**src/rtl/dmem_arbiter_if.sv**
```systemverilog
// Requester-side bus of the data-memory arbiter: two request ports plus the shared read-data return.
// Valid/ready: reqN is held with its fields until the one-cycle gntN; rvalidN/errN close the access.
interface dmem_arbiter_if #(
   parameter int ADDR_W = 32,
   parameter int DATA_W = 32
);
   logic              req0;
   logic              req1;
   logic              we0;
   logic              we1;
   logic [ADDR_W-1:0] addr0;
   logic [ADDR_W-1:0] addr1;
   logic [DATA_W-1:0] wdata0;
   logic [DATA_W-1:0] wdata1;
   logic              gnt0;
   logic              gnt1;
   logic              rvalid0;
   logic              rvalid1;
   logic              err0;
   logic              err1;
   logic [DATA_W-1:0] rdata;

   modport master (
      output req0, req1, we0, we1, addr0, addr1, wdata0, wdata1,
      input  gnt0, gnt1, rvalid0, rvalid1, err0, err1, rdata
   );

   modport slave (
      input  req0, req1, we0, we1, addr0, addr1, wdata0, wdata1,
      output gnt0, gnt1, rvalid0, rvalid1, err0, err1, rdata
   );
endinterface

```
**src/rtl/dmem_arbiter.sv**
```systemverilog
// Shares one data memory (registered one-cycle read) between two requesters,
// with round-robin or fixed-priority arbitration and out-of-range rejection.
module dmem_arbiter #(
   parameter int ADDR_W     = 32,
   parameter int DATA_W     = 32,
   parameter int DEPTH      = 128,
   parameter int FIXED_PRIO = 0
) (
   input  logic              clk,
   input  logic              reset,
   dmem_arbiter_if.slave     bus,
   output logic [ADDR_W-1:0] mem_addr,
   output logic [DATA_W-1:0] mem_wdata,
   output logic              mem_write,
   output logic              mem_read,
   input  logic [DATA_W-1:0] mem_rdata,
   output logic [1:0]        dbg_state
);

   typedef enum logic [1:0] {
      IDLE  = 2'd0,
      ISSUE = 2'd1,
      RDATA = 2'd2
   } state_t;

   localparam logic [ADDR_W-1:0] LIMIT = ADDR_W'(DEPTH);

   state_t            state, state_n;
   logic              last_grant, last_grant_n;
   logic              owner, owner_n;
   logic              gnt0, gnt0_n, gnt1, gnt1_n;
   logic              err0, err0_n, err1, err1_n;
   logic [ADDR_W-1:0] addr_n;
   logic [DATA_W-1:0] wdata_n;
   logic              write_n, read_n;

   logic              pick1;
   logic              sel_we;
   logic [ADDR_W-1:0] sel_addr;
   logic [DATA_W-1:0] sel_wdata;

   // Requester 1 wins alone, or on a tie when round-robin says it is its turn.
   assign pick1     = bus.req1 && (!bus.req0 || (FIXED_PRIO == 0 && !last_grant));
   assign sel_we    = pick1 ? bus.we1    : bus.we0;
   assign sel_addr  = pick1 ? bus.addr1  : bus.addr0;
   assign sel_wdata = pick1 ? bus.wdata1 : bus.wdata0;

   always_comb begin
      state_n      = state;
      last_grant_n = last_grant;
      owner_n      = owner;
      addr_n       = mem_addr;
      wdata_n      = mem_wdata;
      write_n      = 1'b0;
      read_n       = 1'b0;
      gnt0_n       = 1'b0;
      gnt1_n       = 1'b0;
      err0_n       = 1'b0;
      err1_n       = 1'b0;
      case (state)
         IDLE: begin
            if (bus.req0 || bus.req1) begin
               last_grant_n = pick1;
               gnt0_n       = !pick1;
               gnt1_n       = pick1;
               if (sel_addr >= LIMIT) begin
                  err0_n = !pick1;
                  err1_n = pick1;
               end else begin
                  owner_n = pick1;
                  addr_n  = sel_addr;
                  wdata_n = sel_wdata;
                  write_n = sel_we;
                  read_n  = !sel_we;
                  state_n = ISSUE;
               end
            end
         end
         ISSUE:   state_n = mem_read ? RDATA : IDLE;
         RDATA:   state_n = IDLE;
         default: state_n = IDLE;
      endcase
   end

   always_ff @(posedge clk) begin
      if (reset) begin
         state      <= IDLE;
         last_grant <= 1'b1;
         owner      <= 1'b0;
         gnt0       <= 1'b0;
         gnt1       <= 1'b0;
         err0       <= 1'b0;
         err1       <= 1'b0;
         mem_addr   <= '0;
         mem_wdata  <= '0;
         mem_write  <= 1'b0;
         mem_read   <= 1'b0;
      end else begin
         state      <= state_n;
         last_grant <= last_grant_n;
         owner      <= owner_n;
         gnt0       <= gnt0_n;
         gnt1       <= gnt1_n;
         err0       <= err0_n;
         err1       <= err1_n;
         mem_addr   <= addr_n;
         mem_wdata  <= wdata_n;
         mem_write  <= write_n;
         mem_read   <= read_n;
      end
   end

   // Memory data arrives one cycle after mem_read, which is exactly the RDATA cycle.
   assign bus.rvalid0 = (state == RDATA) && !owner;
   assign bus.rvalid1 = (state == RDATA) && owner;
   assign bus.rdata   = mem_rdata;
   assign bus.gnt0    = gnt0;
   assign bus.gnt1    = gnt1;
   assign bus.err0    = err0;
   assign bus.err1    = err1;
   assign dbg_state   = state;

endmodule

```
**src/flat_wrapper.sv**
```systemverilog
// flat-port wrapper written by rule: the top's interface ports become plain ports
module dmem_arbiter_flat 
#(
   parameter int ADDR_W     = 32,
   parameter int DATA_W     = 32,
   parameter int DEPTH      = 128,
   parameter int FIXED_PRIO = 0
)
  (clk, reset, mem_addr, mem_wdata, mem_write, mem_read, mem_rdata, dbg_state, bus_req0, bus_req1, bus_we0, bus_we1, bus_addr0, bus_addr1, bus_wdata0, bus_wdata1, bus_gnt0, bus_gnt1, bus_rvalid0, bus_rvalid1, bus_err0, bus_err1, bus_rdata);
  dmem_arbiter_if #(.ADDR_W(ADDR_W), .DATA_W(DATA_W)) bus_i ();
  input  logic clk;
  input  logic reset;
  output logic [ADDR_W-1:0] mem_addr;
  output logic [DATA_W-1:0] mem_wdata;
  output logic mem_write;
  output logic mem_read;
  input  logic [DATA_W-1:0] mem_rdata;
  output logic [1:0] dbg_state;
  input wire logic [$bits(bus_i.req0)-1:0] bus_req0;
  input wire logic [$bits(bus_i.req1)-1:0] bus_req1;
  input wire logic [$bits(bus_i.we0)-1:0] bus_we0;
  input wire logic [$bits(bus_i.we1)-1:0] bus_we1;
  input wire logic [$bits(bus_i.addr0)-1:0] bus_addr0;
  input wire logic [$bits(bus_i.addr1)-1:0] bus_addr1;
  input wire logic [$bits(bus_i.wdata0)-1:0] bus_wdata0;
  input wire logic [$bits(bus_i.wdata1)-1:0] bus_wdata1;
  output wire logic [$bits(bus_i.gnt0)-1:0] bus_gnt0;
  output wire logic [$bits(bus_i.gnt1)-1:0] bus_gnt1;
  output wire logic [$bits(bus_i.rvalid0)-1:0] bus_rvalid0;
  output wire logic [$bits(bus_i.rvalid1)-1:0] bus_rvalid1;
  output wire logic [$bits(bus_i.err0)-1:0] bus_err0;
  output wire logic [$bits(bus_i.err1)-1:0] bus_err1;
  output wire logic [$bits(bus_i.rdata)-1:0] bus_rdata;
  assign bus_i.req0 = bus_req0;
  assign bus_i.req1 = bus_req1;
  assign bus_i.we0 = bus_we0;
  assign bus_i.we1 = bus_we1;
  assign bus_i.addr0 = bus_addr0;
  assign bus_i.addr1 = bus_addr1;
  assign bus_i.wdata0 = bus_wdata0;
  assign bus_i.wdata1 = bus_wdata1;
  assign bus_gnt0 = bus_i.gnt0;
  assign bus_gnt1 = bus_i.gnt1;
  assign bus_rvalid0 = bus_i.rvalid0;
  assign bus_rvalid1 = bus_i.rvalid1;
  assign bus_err0 = bus_i.err0;
  assign bus_err1 = bus_i.err1;
  assign bus_rdata = bus_i.rdata;
  dmem_arbiter #(.ADDR_W(ADDR_W), .DATA_W(DATA_W), .DEPTH(DEPTH), .FIXED_PRIO(FIXED_PRIO)) u_core (.clk(clk), .reset(reset), .bus(bus_i), .mem_addr(mem_addr), .mem_wdata(mem_wdata), .mem_write(mem_write), .mem_read(mem_read), .mem_rdata(mem_rdata), .dbg_state(dbg_state));
endmodule
```
**config.mk**
```make
export PLATFORM = sky130hd
export DESIGN_NAME = dmem_arbiter_flat
export DESIGN_NICKNAME = d
export VERILOG_FILES = /design/src/rtl/dmem_arbiter_if.sv /design/src/rtl/dmem_arbiter.sv /design/src/flat_wrapper.sv
export SDC_FILE = /design/constraint.sdc
export NUM_CORES = 1
export LEC_CHECK = 0
export ABC_AREA = 0
export CAP_MARGIN = 20
export CELL_PAD_IN_SITES_DETAIL_PLACEMENT = 1
export CELL_PAD_IN_SITES_GLOBAL_PLACEMENT = 2
export CORE_MARGIN = 2
export CORE_UTILIZATION = 30
export CTS_CLUSTER_DIAMETER = 50
export CTS_CLUSTER_SIZE = 10
export DETAILED_ROUTE_END_ITERATION = 7
export DONT_BUFFER_PORTS = 1
export MAX_ROUTING_LAYER = met4
export PLACE_DENSITY = 0.69
export SLEW_MARGIN = 25
export SYNTH_ARGS = -nofsm -noshare
export SYNTH_HDL_FRONTEND = slang
export SYNTH_SLANG_ARGS = --single-unit
export TNS_END_PERCENT = 100
```
**constraint.sdc**
```tcl
create_clock -name clk -period 3 [get_ports clk]
set_input_delay 0.6 -clock clk [delete_from_list [all_inputs] [get_ports clk]]
set_output_delay 0.6 -clock clk [all_outputs]
set_load 0.05 [all_outputs]
```
==> results.sh, run 1 <==
export IMPL_start_util_pct=30.88
export IMPL_yosys_area_share_simple_pct=16.71
export IMPL_synthCells=365
export IMPL_yosysSeqAreaShare_pct=41.66
export IMPL_die_y_um=112.9
export IMPL_synth_area_leader_cell="dfxtp_1"
export IMPL_firstError="[ERROR DRT-0255] Maze Route cannot find path of net mem_rdata[15] in worker of routeBox ( 96600 96600 ) ( 112870 112870 )."
export IMPL_gr_total_overflow=0
export IMPL_synth_fa_ha_area_share_pct=0
export IMPL_cts_path_max_buffers=2
export IMPL_syn_area_per_cell_um2=9.742
export IMPL_synth_area_leaders="dfxtp_1 (42%), mux2i_1 (12%), o41ai_1 (7.1%), buf_4 (7.0%), nor2b_1 (6.9%)"
export IMPL_synth_top_family_by_area="compound AO/OA/AOI/OAI gates"
export IMPL_rows=39
export IMPL_cts_hold_buf=0
export IMPL_failing_step="detailed routing (5_2_route)"
export IMPL_die_w_um=112.9
export IMPL_htree_levels=3
export IMPL_status="did not finish"
export IMPL_grt_max_degree=88
export IMPL_cts_root_buf="clkbuf_16"
export IMPL_dp_cells=448
export IMPL_cts_resized=0
export IMPL_cts_setup_buffers=0
export IMPL_synth_fp_nets=531
export IMPL_globalRouteTotalUtil_pct=13.53
export IMPL_post_place_ws_ns=0.7550
export IMPL_syn_cell_area_um2=3556
export IMPL_gp_congestion=0.7250
export IMPL_numCtsBuffers=9
export IMPL_cts_sinks=74
export IMPL_synth_xor_area_share_pct=0
export IMPL_grt_pass1_vias=2532
export IMPL_ys_ff_latch=74
export IMPL_antenna_found_initial=0
export IMPL_yosysUniqueCellTypes=29
export IMPL_io_pins=272
export IMPL_hpwl_mm=5.960
export IMPL_synth_mux_area_share_pct=11.96
export IMPL_synth_compound_area_share_pct=18.86
export IMPL_place_port_buffers=0
export IMPL_synth_top_area_share_pct=41.66
export IMPL_ys_warn_count=0
export IMPL_grt_pass1_wl_mm=13.07
metal layers:
layer	track usage [%]
met2	20.84
met5	-
met1	15.70
met4	6.667
met3	4.767
stage by stage:
step | area [um2] | hold slack, ns | utilization (%)
after global routing | 3687 | 0.3371 | 32.02
after CTS | 3687 | 0.3244 | 32.02
after detailed placement | 3395 | 0.4940 | 29.48
after global placement | 3395 | 0.4821 | 29.48
after floorplan | 3556 | 0.4584 | -
Yosys cell counts, drive strengths merged:
cell type  instances
a211o              1
a21bo              1
a21boi             1
a21o               1
a21oi              3
and2              27
and3b              1
buf               46
clkbuf            19
dfxtp             74
mux2               1
mux2i             41
nand2              2
nand3              1
nand4              4
nor2               4
nor2b             39
nor3               5
nor3b              1
nor4              11
nor4b              1
nor4bb             1
o21ai             41
o41ai             39
cells by family after synthesis:
kind of cell,count (synthesis)
compound gates,87
buf+inv,65
flops,74
simple gates,97
mux,42
==> run 2, diff against run 1 <==
- CELL_PAD_IN_SITES_DETAIL_PLACEMENT: 1 -> unset
- CELL_PAD_IN_SITES_GLOBAL_PLACEMENT: 2 -> unset
- CORE_UTILIZATION: 30 -> 20
- CTS_CLUSTER_DIAMETER: 50 -> unset
- CTS_CLUSTER_SIZE: 10 -> unset
- MAX_ROUTING_LAYER: met4 -> unset
- PLACE_DENSITY: 0.69 -> unset
- PLACE_DENSITY_LB_ADDON: unset -> 0.15
==> results.sh, run 2 <==
export IMPL_dr_first_iter_drc_count=145
export IMPL_post_place_ws_ns=0.7422
export IMPL_start_util_pct=20.49
export IMPL_die_w_um=137.3
export IMPL_critPathMaxFanout=5
export IMPL_path_cells="nor3b_2"
export IMPL_nNetsFinal=481
export IMPL_final_common_cell="dfxtp_1"
export IMPL_antenna_left=0
export IMPL_tightest_slew_ns=0.8541
export IMPL_ys_warn_count=0
export IMPL_synth_edff_count=0
export IMPL_dr_pass1_iters=4
export IMPL_cts_hold_buf=0
export IMPL_finalCriticalPeriod_ns=2.418
export IMPL_yosysUniqueCellTypes=29
export IMPL_core_area_um2=17360
export IMPL_post_drt_wl_per_cell_um=17.19
export IMPL_path_clk_slew_ns=0.07
export IMPL_grt_pass1_vias=2383
export IMPL_hpwl_mm=6.382
export IMPL_synth_fp_nets=531
export IMPL_setup_slack_ns=0.5821
export IMPL_cts_sinks=74
export IMPL_synth_area_leaders="dfxtp_1 (42%), mux2i_1 (12%), o41ai_1 (7.1%), buf_4 (7.0%), nor2b_1 (6.9%)"
export IMPL_async_reset_ff_share_pct=0
export IMPL_rows=48
export IMPL_grt_max_degree=88
export IMPL_fmaxAchievable_mhz=413.6
export IMPL_dieArea_um2=18860
export IMPL_place_port_buffers=0
export IMPL_maxCapViolations=0
export IMPL_critPathKind="reg2out"
export IMPL_setup_tns_ns=0
export IMPL_cp_end_kind="primary output"
export IMPL_diodes=0
export IMPL_syn_area_per_cell_um2=9.742
export IMPL_synth_top_area_share_pct=41.66
export IMPL_drc_errors=0
export IMPL_yosysSeqAreaShare_pct=41.66
export IMPL_totalWireLength_mm=9.369
export IMPL_cts_setup_buffers=0
export IMPL_gr_total_overflow=0
export IMPL_via_per_inst=4.578
export IMPL_die_y_um=137.3
export IMPL_yosys_top_cells_count="dfxtp_1 (74), mux2i_1 (41), nor2b_1 (39)"
export IMPL_relSlewSlack_pct=43.06
export IMPL_syn_cell_area_um2=3556
export IMPL_synth_area_leader_cell="dfxtp_1"
export IMPL_utilization_pct=21.96
export IMPL_fin_crit_sh_pct=80.60
export IMPL_crit_buf_inv=0
export IMPL_max_stage_delay_ns=0.78
export IMPL_synth_top_flop_cell="dfxtp_1"
export IMPL_numCtsBuffers=9
export IMPL_crit_family="simple AND/OR/NAND/NOR gates"
export IMPL_vdd_drop_max_uv=246.3
export IMPL_cts_path_max_buffers=2
export IMPL_maxSlewViolCount=0
export IMPL_final_cell_mix="dfxtp_1 (74), mux2i_1 (41), nor2b_1 (39)"
export IMPL_hold_viol_final=0
export IMPL_drive_gt1_share_pct=10.63
export IMPL_ys_ff_latch=74
export IMPL_antenna_found_initial=0
export IMPL_crit_path_top_delay_cell="nor3b_2"
export IMPL_status="complete, no violations"
export IMPL_setup_viol=0
export IMPL_io_pins=272
export IMPL_min_path_type="in2reg"
export IMPL_clock_latency_ns=0.34
export IMPL_cts_root_buf="clkbuf_16"
export IMPL_synthCells=365
export IMPL_cts_resized=0
export IMPL_gp_congestion=0.6821
export IMPL_worstPathRequired_ns=2.40
export IMPL_leakage_nw=1.474
export IMPL_vias=2495
export IMPL_fin_area_um2=3811
export IMPL_globalRouteTotalUtil_pct=9.723
export IMPL_htree_levels=3
export IMPL_power_density_nw_per_um2=588.4
export IMPL_finClkSkew_ns=0.008614
export IMPL_placedInstanceArea_um2=3502
export IMPL_synth_most_common_cell="dfxtp_1"
export IMPL_cp_start_kind="flop"
export IMPL_worstPathArrival_ns=1.82
export IMPL_grt_pass1_wl_mm=13.63
export IMPL_syn_to_final_growth_pct=7.178
export IMPL_cts_tree="done"
export IMPL_rsz0062_at_grt="false"
export IMPL_whs_ns=0.3329
[run 2: cell counts after synthesis]
Identical to the previous run, type by type.
[run 2: path summary, 6_finish.rpt]
check,endpoint,start,depth (start not counted),slack (ns)
max,bus_rvalid0,u_core.dbg_state[1]$_SDFFE_PP0P_,1,0.58
min,u_core.dbg_state[1]$_SDFFE_PP0P_,reset,1,0.33
max reg2reg,u_core.mem_wdata[0]$_SDFFE_PP0P_,u_core.dbg_state[0]$_SDFFE_PP0P_,6,0.93
min reg2reg,u_core.owner$_SDFFE_PP0P_,u_core.owner$_SDFFE_PP0P_,2,0.51
[run 2: per-stage QoR]
step | power (mW) | std cells
4_1_cts | 2.296 | 545
5_1_grt | 2.338 | 545
3_5_place_dp | 1.123 | 529
2_1_floorplan | 1.229 | 365
3_3_place_gp | 1.120 | 529
6_report | 2.243 | 545
[run 2: cell families after synthesis]
group / share of synthesized area [%]
and+or+nand+nor: 16.71
AOI/OAI and AO/OA: 18.86
DFF: 41.66
buffers and inverters: 10.80
muxes: 11.96
[run 2: cell type report]
type / count / area, um2
Tap cell: 225 / 281.5
Multi-Input combinational cell: 226 / 1697
Clock buffer: 9 / 225.2
Sequential cell: 74 / 1481
Fill cell: 1856 / 13550
Timing Repair Buffer: 4 / 42.54
Clock inverter: 7 / 83.83
[run 2: per-layer routing]
layer  share of wire (%)  vias to the layer above  GRT usage, %
li1                    -                     1196             -
met1                  44                     1130         12.05
met2                  44                      143         14.10
met3                  11                       26         4.709
met4                 1.9                        0         4.525
met5                   0                        -             0
[run 2: power by group]
group	leakage (nW)	internal [mW]	total, mW	switching (mW)
clock network	0.149	0.661	1.15	0.485
logic	0.728	0.0424	0.0961	0.0537
registers	0.597	0.986	1.00	0.0138
total	1.47	1.69	2.24	0.553
(Power assumes the default switching activity.)
==> run 3, diff against run 2 <==
- clock period: 3 -> 2.45 ns (I/O delays scaled with it)
==> results.sh, run 3 (same netlist as run 2, synthesis figures left out) <==
export IMPL_globalRouteTotalUtil_pct=9.539
export IMPL_start_util_pct=20.49
export IMPL_diodes=0
export IMPL_r2r_end="u_core.mem_wdata[7]$_SDFFE_PP0P_"
export IMPL_crit_family="simple AND/OR/NAND/NOR gates"
export IMPL_status="complete, no violations"
export IMPL_worstPathRequired_ns=1.96
export IMPL_post_drt_wl_per_cell_um=16.93
export IMPL_crit_path_top_delay_cell="and3b_1"
export IMPL_rsz0062_at_grt="false"
export IMPL_cts_setup_buffers=0
export IMPL_tightest_slew_ns=0.8417
export IMPL_multiInputGateArea_um2=1697
export IMPL_finalCriticalPeriod_ns=1.885
export IMPL_vias=2546
export IMPL_fin_crit_sh_pct=76.94
export IMPL_die_w_um=137.3
export IMPL_grt_max_degree=88
export IMPL_setup_slack_ns=0.5649
export IMPL_gp_congestion=0.7083
export IMPL_regArea_um2=1481
export IMPL_grt_pass1_vias=2478
export IMPL_vdd_drop_max_uv=285.7
export IMPL_htree_levels=3
export IMPL_worstPathArrival_ns=1.40
export IMPL_rrSetupSlack_ns=0.59
export IMPL_die_y_um=137.3
export IMPL_hold_viol_final=0
export IMPL_crit_buf_inv=1
export IMPL_dieArea_um2=18860
export IMPL_path_cells="buf_4, and3b_1"
export IMPL_maxSlewViolCount=0
export IMPL_cts_hold_buf=0
export IMPL_nNetsFinal=485
export IMPL_via_per_inst=4.638
export IMPL_cts_tree="done"
export IMPL_relSlewSlack_pct=43.89
export IMPL_critPathMaxFanout=4
export IMPL_final_common_cell="dfxtp_1"
export IMPL_cp_end_kind="primary output"
export IMPL_syn_to_final_growth_pct=8.022
export IMPL_cp_start_kind="flop"
export IMPL_cts_resized=0
export IMPL_path_clk_slew_ns=0.07
export IMPL_setup_tns_ns=0
export IMPL_timing_rr_start="u_core.last_grant$_SDFFE_PP1P_"
export IMPL_critPathKind="reg2out"
export IMPL_final_cell_mix="dfxtp_1 (74), mux2i_1 (41), nor2b_1 (39)"
export IMPL_startpoint="u_core.dbg_state[1]$_SDFFE_PP0P_"
export IMPL_antenna_found_initial=0
export IMPL_hpwl_mm=6.373
export IMPL_fmaxAchievable_mhz=530.5
export IMPL_drive_gt1_share_pct=11.73
export IMPL_post_place_ws_ns=0.2957
export IMPL_cts_path_max_buffers=2
export IMPL_antenna_left=0
export IMPL_finClkSkew_ns=0.009101
export IMPL_min_path_type="in2reg"
export IMPL_critPathCapture="bus_rvalid1"
export IMPL_rows=48
export IMPL_leakage_nw=1.496
export IMPL_nFillCells=1863
export IMPL_grt_pass1_wl_mm=13.66
export IMPL_dr_first_iter_drc_count=138
export IMPL_cts_root_buf="clkbuf_16"
export IMPL_place_port_buffers=0
export IMPL_clock_latency_ns=0.34
export IMPL_dr_pass1_iters=4
export IMPL_io_pins=272
export IMPL_total_power_mw=2.730
export IMPL_cts_sinks=74
export IMPL_max_stage_delay_ns=0.50
export IMPL_totalWireLength_mm=9.292
export IMPL_rr_worst_depth=4
export IMPL_core_area_um2=17360
export IMPL_maxCapViolations=0
export IMPL_power_density_nw_per_um2=710.7
export IMPL_path_depth=2
export IMPL_drc_errors=0
export IMPL_gr_total_overflow=0
export IMPL_setup_viol=0
export IMPL_numCtsBuffers=9
## run 3: metal layers
layer | vias up | wire length (um) | share of wire, % | track usage, %
met4 | 0 | 178 | 1.9 | 4.353
li1 | 1212 | - | - | -
met2 | 142 | 4147 | 45 | 14.29
met1 | 1165 | 3992 | 43 | 11.49
met5 | - | 0 | 0 | 0
met3 | 27 | 973 | 10 | 4.599
## run 3: through the flow
step	hold WS (ns)	area (um2)	cells	util [%]
floorplan	0.4584	3556	365	-
global placement	0.4802	3532	533	20.35
detailed placement	0.4843	3532	533	20.35
CTS	0.1980	3841	549	22.13
global route	0.1977	3841	549	22.13
finish	0.2214	3841	549	22.13
## run 3: layout make-up
| cell class | instances | share of cell area [%] |
|---|---|---|
| clock buffers | 9 | 5.863 |
| clock inverters | 7 | 2.182 |
| multi-input cells | 226 | 44.17 |
| flip-flops and latches | 74 | 38.57 |
| well taps | 225 | 7.329 |
| repair buffers | 8 | 1.889 |
## run 3: report_power, final
group | switching, mW | internal (mW) | total, mW
Combinational | 0.0660 | 0.0530 | 0.119
Clock | 0.577 | 0.809 | 1.39
Sequential | 0.0167 | 1.21 | 1.22
Total | 0.660 | 2.07 | 2.73
## run 3: worst min path at each step
stage	depth (start not counted)	end	from	slack, ns
4_1_cts	1	u_core.dbg_state[1]$_SDFFE_PP0P_	reset	0.20
2_1_floorplan	2	u_core.owner$_SDFFE_PP0P_	u_core.owner$_SDFFE_PP0P_	0.46
5_1_grt	1	u_core.dbg_state[1]$_SDFFE_PP0P_	reset	0.20
3_5_place_dp	1	u_core.last_grant$_SDFFE_PP1P_	u_core.last_grant$_SDFFE_PP1P_	0.48
6_report	1	u_core.dbg_state[1]$_SDFFE_PP0P_	reset	0.22
3_3_place_gp	1	u_core.last_grant$_SDFFE_PP1P_	u_core.last_grant$_SDFFE_PP1P_	0.48
==> run 4, diff against run 3 <==
- clock period: 2.45 -> 1.7 ns (I/O delays scaled with it)
==> results.sh, run 4 (same netlist as run 2, synthesis figures left out) <==
export IMPL_worstPathArrival_ns=1.85
export IMPL_relSlewSlack_pct=64.10
export IMPL_regArea_um2=1485
export IMPL_worstPathRequired_ns=1.94
export IMPL_critPathKind="reg2reg"
export IMPL_min_path_type="in2reg"
export IMPL_vias=2584
export IMPL_dr_pass1_iters=4
export IMPL_cts_root_buf="clkbuf_16"
export IMPL_drc_errors=0
export IMPL_die_y_um=137.3
export IMPL_whs_ns=0.08118
export IMPL_io_pins=272
export IMPL_finalCriticalPeriod_ns=1.618
export IMPL_post_drt_wl_per_cell_um=16.50
export IMPL_nFillCells=1819
export IMPL_die_w_um=137.3
export IMPL_numCtsBuffers=9
export IMPL_gp_congestion=0.7133
export IMPL_final_cell_mix="dfxtp_1 (71), mux2i_1 (41), nor2b_1 (39)"
export IMPL_cts_tree="done"
export IMPL_diodes=0
export IMPL_path_clk_slew_ns=0.06
export IMPL_leakage_nw=1.774
export IMPL_dieArea_um2=18860
export IMPL_via_per_inst=4.565
export IMPL_fin_crit_sh_pct=95.18
export IMPL_htree_levels=3
export IMPL_tightest_slew_ns=0.5378
export IMPL_final_common_cell="dfxtp_1"
export IMPL_grt_max_degree=88
export IMPL_grt_pass1_vias=2443
export IMPL_nNetsFinal=502
export IMPL_cts_hold_buf=0
export IMPL_cp_start_kind="flop"
export IMPL_hold_viol_final=0
export IMPL_fmaxAchievable_mhz=618.0
export IMPL_multiInputGateArea_um2=1916
export IMPL_antenna_left=0
export IMPL_clock_latency_ns=0.34
export IMPL_fin_area_um2=4253
export IMPL_hpwl_mm=6.377
export IMPL_setup_viol=0
export IMPL_antenna_found_initial=0
export IMPL_vdd_drop_max_uv=461.2
export IMPL_grt_pass1_wl_mm=13.46
export IMPL_place_port_buffers=0
export IMPL_cts_sinks=74
export IMPL_dr_first_iter_drc_count=89
export IMPL_rows=48
export IMPL_rsz0062_at_grt="true"
export IMPL_start_util_pct=20.49
export IMPL_maxSlewViolCount=0
export IMPL_drive_gt1_share_pct=25.81
export IMPL_placedInstanceArea_um2=3722
export IMPL_maxCapViolations=0
export IMPL_syn_to_final_growth_pct=19.60
export IMPL_core_area_um2=17360
export IMPL_critPathMaxFanout=26
export IMPL_globalRouteTotalUtil_pct=9.435
export IMPL_totalWireLength_mm=9.341
export IMPL_cp_end_kind="flop"
export IMPL_gr_total_overflow=0
export IMPL_power_density_nw_per_um2=925.6
export IMPL_cts_path_max_buffers=2
export IMPL_status="complete, no violations"
export IMPL_finClkSkew_ns=0.008399
-- run 4: through the flow --
stage	total power, mW	util (%)	worst slack (ns)	cells	setup TNS [ns]
floorplan	2.171	-	0.01253	365	0
global placement	1.990	21.45	-0.03841	548	-0.2441
detailed placement	1.993	21.45	-0.07136	548	-1.374
CTS	4.021	23.28	0.02144	564	0
global route	4.122	24.50	-0.007535	566	-0.01148
finish	3.937	24.50	0.08187	566	0
-- run 4: path summary, 6_finish.rpt --
check	from	to	slack [ns]	cells after the start
worst max-delay path	u_core.last_grant$_SDFFE_PP1P_	u_core.mem_wdata[2]$_SDFFE_PP0P_	0.08	5
worst min-delay path	reset	u_core.dbg_state[1]$_SDFFE_PP0P_	0.08	1
worst max register to register	u_core.last_grant$_SDFFE_PP1P_	u_core.mem_wdata[2]$_SDFFE_PP0P_	0.08	5
worst min register to register	u_core.last_grant$_SDFFE_PP1P_	u_core.last_grant$_SDFFE_PP1P_	0.50	1
-- run 4: routing by layer --
layer  global-route usage, %  share of wire (%)  up-vias
li1                        -                  -     1249
met1                   11.48                 42     1203
met2                   13.76                 46      110
met3                   4.783                9.8       22
met4                   4.410                1.7        0
met5                       0                  0        -
-- run 4: report_power, final --
part	switching, mW	internal [mW]	leakage [nW]
sequential	0.0250	1.74	0.598
combinational	0.104	0.0891	1.03
clock	0.785	1.19	0.150
total	0.914	3.02	1.77
-- run 4: cell type report --
cell class	instances	area share [%]
clock inverter	6	1.706
tap	225	6.620
clock buffer	10	5.619
timing repair buffer	25	6.090
multi-input combinational	226	45.04
sequential	74	34.92
-- run 4: timing repair --
action / in CTS / in global routing
buffers inserted: 0 / 1
gates cloned: 0 / 1
endpoints found under the setup margin: 4 / 34
gates resized for setup: 1 / 42
pin swaps: 0 / 2
-- run 4: critical path, stage by stage, from the launching register on --
cell and delay (ns):
dfxtp_2 0.35, a21bo_4 0.18, nand4_1 0.16, a21o_4 0.29
clkbuf_16 0.22, o41ai_2 0.30
